**src/rtl/trap_sequencer.sv**
```systemverilog
// Interrupt arbiter and trap-entry/mret sequencer for the 3-stage core.
// Timer and external requests are arbitrated here; the csr block and PC-select logic follow the strobes.
module trap_sequencer #(
    parameter int unsigned RET_HOLDOFF = 2
) (
    input  logic        clk,
    input  logic        rst,
    input  logic        t_intr,
    input  logic        e_intr,
    input  logic        mie_mtie,
    input  logic        mie_meie,
    input  logic        mstatus_mie,
    input  logic [31:0] mtvec,
    input  logic [31:0] mepc_in,
    input  logic [31:0] pc_ex,
    input  logic        is_mret,
    output logic        stall,
    output logic        flush,
    output logic        trap_wr,
    output logic [31:0] trap_mepc,
    output logic [31:0] trap_mcause,
    output logic        mie_clr,
    output logic        mie_set,
    output logic        pc_redir,
    output logic [31:0] pc_target,
    output logic        t_ack,
    output logic        e_ack,
    output logic        in_trap
);

    typedef enum logic [2:0] {
        S_IDLE,
        S_SAVE,
        S_REDIRECT,
        S_HANDLER,
        S_RETURN
    } state_t;

    // The RETURN cycle itself counts as the first hold-off cycle, so the
    // counter starts one below the configured value.
    localparam logic [3:0] HOLD_LOAD = (RET_HOLDOFF == 0) ? 4'd0 : 4'(RET_HOLDOFF - 1);

    state_t      r_state;
    logic [3:0]  r_holdoff;
    logic        r_cause_ext;

    logic        w_ext_req;
    logic        w_tim_req;
    logic        w_take;
    logic [31:0] w_base;
    logic [31:0] w_offset;
    logic [31:0] w_vector;

    assign w_ext_req = e_intr & mie_meie;
    assign w_tim_req = t_intr & mie_mtie;
    assign w_take    = mstatus_mie & (w_ext_req | w_tim_req) & (r_holdoff == 4'd0);

    // Vectored offset is cause[30:0]<<2: 11*4 for external, 7*4 for timer.
    assign w_base   = {mtvec[31:2], 2'b00};
    assign w_offset = r_cause_ext ? 32'h0000_002C : 32'h0000_001C;
    assign w_vector = (mtvec[1:0] == 2'b01) ? (w_base + w_offset) : w_base;

    always_ff @(posedge clk or posedge rst) begin
        if (rst) begin
            r_state     <= S_IDLE;
            r_holdoff   <= 4'd0;
            r_cause_ext <= 1'b0;
            stall       <= 1'b0;
            flush       <= 1'b0;
            trap_wr     <= 1'b0;
            trap_mepc   <= 32'd0;
            trap_mcause <= 32'd0;
            mie_clr     <= 1'b0;
            mie_set     <= 1'b0;
            pc_redir    <= 1'b0;
            pc_target   <= 32'd0;
            t_ack       <= 1'b0;
            e_ack       <= 1'b0;
            in_trap     <= 1'b0;
        end else begin
            stall    <= 1'b0;
            flush    <= 1'b0;
            trap_wr  <= 1'b0;
            mie_clr  <= 1'b0;
            mie_set  <= 1'b0;
            pc_redir <= 1'b0;
            t_ack    <= 1'b0;
            e_ack    <= 1'b0;
            case (r_state)
                S_IDLE: begin
                    if (r_holdoff != 4'd0) r_holdoff <= r_holdoff - 4'd1;
                    if (is_mret) begin
                        r_state   <= S_RETURN;
                        flush     <= 1'b1;
                        pc_redir  <= 1'b1;
                        pc_target <= mepc_in;
                        mie_set   <= 1'b1;
                    end else if (w_take) begin
                        r_state     <= S_SAVE;
                        stall       <= 1'b1;
                        flush       <= 1'b1;
                        trap_wr     <= 1'b1;
                        mie_clr     <= 1'b1;
                        in_trap     <= 1'b1;
                        r_cause_ext <= w_ext_req;
                        trap_mepc   <= pc_ex;
                        trap_mcause <= w_ext_req ? 32'h8000_000B : 32'h8000_0007;
                    end
                end
                S_SAVE: begin
                    r_state   <= S_REDIRECT;
                    stall     <= 1'b1;
                    pc_redir  <= 1'b1;
                    pc_target <= w_vector;
                    e_ack     <= r_cause_ext;
                    t_ack     <= ~r_cause_ext;
                end
                S_REDIRECT: begin
                    r_state <= S_HANDLER;
                end
                S_HANDLER: begin
                    if (is_mret) begin
                        r_state   <= S_RETURN;
                        flush     <= 1'b1;
                        pc_redir  <= 1'b1;
                        pc_target <= mepc_in;
                        mie_set   <= 1'b1;
                        in_trap   <= 1'b0;
                    end
                end
                S_RETURN: begin
                    r_state   <= S_IDLE;
                    r_holdoff <= HOLD_LOAD;
                end
                default: begin
                    r_state <= S_IDLE;
                end
            endcase
        end
    end

endmodule

```
**config.mk**
```make
export PLATFORM = sky130hd
export DESIGN_NAME = trap_sequencer
export DESIGN_NICKNAME = d
export VERILOG_FILES = /design/src/rtl/trap_sequencer.sv
export SDC_FILE = /design/constraint.sdc
export NUM_CORES = 1
export LEC_CHECK = 0
export ABC_AREA = 0
export BUFFER_PORTS_ARGS = -buffer_cell sky130_fd_sc_hd__buf_4
export CAP_MARGIN = 20
export CORE_AREA = 5 5 103 105
export CTS_CLUSTER_DIAMETER = 200
export DETAILED_ROUTE_END_ITERATION = 6
export DIE_AREA = 0 0 108 110
export HOLD_SLACK_MARGIN = 0.03
export PLACE_DENSITY = 0.78
export SYNTH_ARGS = -nofsm -noshare
export SYNTH_HDL_FRONTEND = slang
export SYNTH_SLANG_ARGS = --single-unit
```
**constraint.sdc**
```tcl
create_clock -name clk -period 3.34 [get_ports clk]
set_input_delay 0.501 -clock clk [delete_from_list [all_inputs] [get_ports clk]]
set_output_delay 0.501 -clock clk [all_outputs]
set_load 0.03 [all_outputs]
```
==> impl_metrics.env <==
export IMPL_status="finished, final reports clean"
export IMPL_max_stage_delay_ns=0.75
export IMPL_clockBufferDepth=2
export IMPL_grt_pass1_wl_mm=18.53
export IMPL_synthCells=396
export IMPL_nets=679
export IMPL_ys_seq_area_share_pct=48.35
export IMPL_critPathMaxFanout=36
export IMPL_async_flop_share_pct=100.0
export IMPL_ys_ff_latch=82
export IMPL_syn_cell_area_mm2=0.004244
export IMPL_power_density_mw_per_mm2=889.2
export IMPL_hold_viol_final=0
export IMPL_crit_cells=6
export IMPL_vias_per_cell=5.122
export IMPL_cts_hold_buf=0
export IMPL_synth_area_leaders="dfrtp_1 (48%), mux2_2 (8.2%), buf_4 (6.0%)"
export IMPL_grt_start_max_net_pins=46
export IMPL_max_vdd_ir_drop_mv=0.4517
export IMPL_arrival_ns=2.65
export IMPL_cap_violations=0
export IMPL_min_period_over_period_pct=72.50
export IMPL_setup_viol=0
export IMPL_crit_path_top_delay_cell="nor2_4"
export IMPL_antenna_found_initial=0
export IMPL_path_cells="inv_1, ha_1, nor3b_1, nand4_1, nor2_4, mux2_2"
export IMPL_ant_nets=0
export IMPL_cts_max_level=3
export IMPL_area_delta_synth_final_pct=35.85
export IMPL_slew_headroom_pct=39.02
export IMPL_clk_latency_ns=0.35
export IMPL_cp_end_kind="register"
export IMPL_dp_hpwl_mm=9.232
export IMPL_cts_sinks=82
export IMPL_grt_use_total_pct=20.24
export IMPL_synth_edf_count=0
export IMPL_initial_core_util_pct=44.44
export IMPL_grt_setup_unrepaired="false"
export IMPL_yosysTopAreaCell="dfrtp_1"
export IMPL_core_mm2=0.009549
export IMPL_netlist_area_leader_share_pct=48.35
export IMPL_min_period_ns=2.422
export IMPL_crit_buf_inv=1
export IMPL_cts_clk_slew_worst_paths_ns=0.08
export IMPL_stdcell_count=707
export IMPL_dp_cells=692
export IMPL_drive_gt1_share_pct=42.86
export IMPL_cts_buffers=9
export IMPL_cts_root_buffer="clkbuf_8"
export IMPL_gp_congestion=0.8585
export IMPL_nFillCells=809
export IMPL_overflow=0
export IMPL_reg2reg_depth=6
export IMPL_ys_types=49
export IMPL_hold_path_class="input pin to asynchronous set/reset pin"
export IMPL_row_count=36
export IMPL_postCtsSetupBuffers=0
export IMPL_max_slew_worst_pin_slew_ns=0.9126
export IMPL_cts_tree="done"
export IMPL_io_buffers=181
export IMPL_cp_required_ns=3.57
export IMPL_antenna_cells=0
export IMPL_wl_mm=12.01
export IMPL_final_cell_mix="buf_4 (189), dfrtp_1 (82), mux2_2 (31)"
export IMPL_postCtsResizedCells=0
export IMPL_avgSynthCellArea_um2=10.72
export IMPL_clock_fmax_ghz=0.4130
export IMPL_yosys_warnings=0
export IMPL_wl_per_cell_um=16.99
export IMPL_drc=0
export IMPL_worst_setup_path_start_kind="register"
export IMPL_first_pass_iters=6
export IMPL_drtIter0Drc=198
export IMPL_die_area_mm2=0.01188
export IMPL_crit_type="register to register"
export IMPL_vias=3621
export IMPL_cp_top_family="simple AND/OR/NAND/NOR gates"
export IMPL_ys_flop_type="dfrtp_1"
export IMPL_power_leakage_nw=2.864
export IMPL_die_w_um=108
export IMPL_ios=209
export IMPL_die_y_um=110
export IMPL_maxSlewViolCount=0
export IMPL_tns_ns=0
export IMPL_finalClockSkew_ns=0.008183
export IMPL_final_common_cell="buf_4"
export IMPL_grt_pass1_vias=3682
worst register-to-register path: stages (launching register included):
cell and delay (ns):
dfrtp_1 0.39, inv_1 0.11, ha_1 0.15, nor3b_1 0.23, nand4_1 0.24, nor2_4 0.75, mux2_2 0.44
power by group:
| part | leakage, nW | switching, mW | total (mW) | internal [mW] |
|---|---|---|---|---|
| Clock | 0.0834 | 0.360 | 0.665 | 0.305 |
| Sequential | 1.04 | 0.267 | 1.66 | 1.40 |
| Combinational | 1.74 | 1.73 | 2.80 | 1.07 |
stage by stage:
stage | power [mW] | setup slack, ns | utilization, % | hold WS [ns] | cell area [um^2]
2_1_floorplan | 3.485 | 0.7306 | - | 0.4527 | 4342
3_3_place_gp | 4.420 | 0.9556 | 58.50 | 0.4668 | 5587
3_5_place_dp | 4.504 | 0.9106 | 58.50 | 0.4777 | 5587
4_1_cts | 5.181 | 0.8881 | 60.38 | 0.2878 | 5766
5_1_grt | 5.464 | 0.6263 | 60.38 | 0.3423 | 5766
6_report | 5.127 | 0.9185 | 60.38 | 0.2814 | 5766
final timing paths:
kind | end | slack, ns | from
max | trap_mepc[16] | 0.92 | r_holdoff[0]
min | trap_mepc[4] | 0.28 | rst
max reg2reg | trap_mepc[16] | 0.92 | r_holdoff[0]
min reg2reg | pc_target[3] | 0.49 | pc_target[3]
max in group asynchronous | trap_mepc[21] | 2.28 | rst
min in group clk | pc_target[17] | 0.37 | mepc_in[17]
layer usage:
| layer | vias to the layer above | track usage, % | wire length [um] | part of all wire, % |
|---|---|---|---|---|
| li1 | 1702 | - | - | - |
| met1 | 1698 | 26.65 | 5187 | 43 |
| met2 | 207 | 31.71 | 5395 | 45 |
| met3 | 14 | 5.009 | 1192 | 9.9 |
| met4 | 0 | 9.288 | 236 | 2.0 |
| met5 | - | 0 | 0 | 0 |
cells by family after synthesis:
group | Yosys count | share of synthesized area, %
flops | 82 | 48.35
other cells | 1 | 0.08836
mux | 36 | 9.463
compound gates | 81 | 12.26
simple gates | 99 | 13.30
buf+inv | 64 | 9.287
fa+ha+maj | 5 | 1.474
xor+xnor | 28 | 5.778
synthesized netlist by cell type, types with 3 or more instances:
cell type,n
dfrtp_1,82
buf_4,34
mux2_2,31
o21ai_0,22
nor2_1,18
a21oi_1,16
a22oi_1,16
xor2_1,16
nand2_1,15
nand3_1,15
xnor2_1,12
inv_1,10
o22ai_1,10
buf_2,9
nand4_1,9
and3_1,8
clkbuf_1,7
and4_1,6
ha_1,5
nor3_1,5
and2_1,4
nand2b_1,4
nor3b_1,4
a22o_1,3
mux2i_1,3
area by class of cell:
class	count	area, um^2	area share, %
Clock inverter	4	27.53	0.4774
Sequential cell	82	2052	35.59
Clock buffer	11	151.4	2.626
Timing Repair Buffer	189	1419	24.61
Multi-Input combinational cell	276	1903	33.01
Tap cell	133	166.4	2.886
Inverter	12	46.29	0.8030
state kept, by name (all words and copies together) (netlist names):
register / count
r_state: 3
in_trap: 1
t_ack: 1
mie_clr: 1
stall: 1
flush: 1
trap_mcause: 3
e_ack: 1
r_holdoff: 4
pc_target: 32
pc_redir: 1
trap_mepc: 32
mie_set: 1
Power figures use the tool's default switching activity.
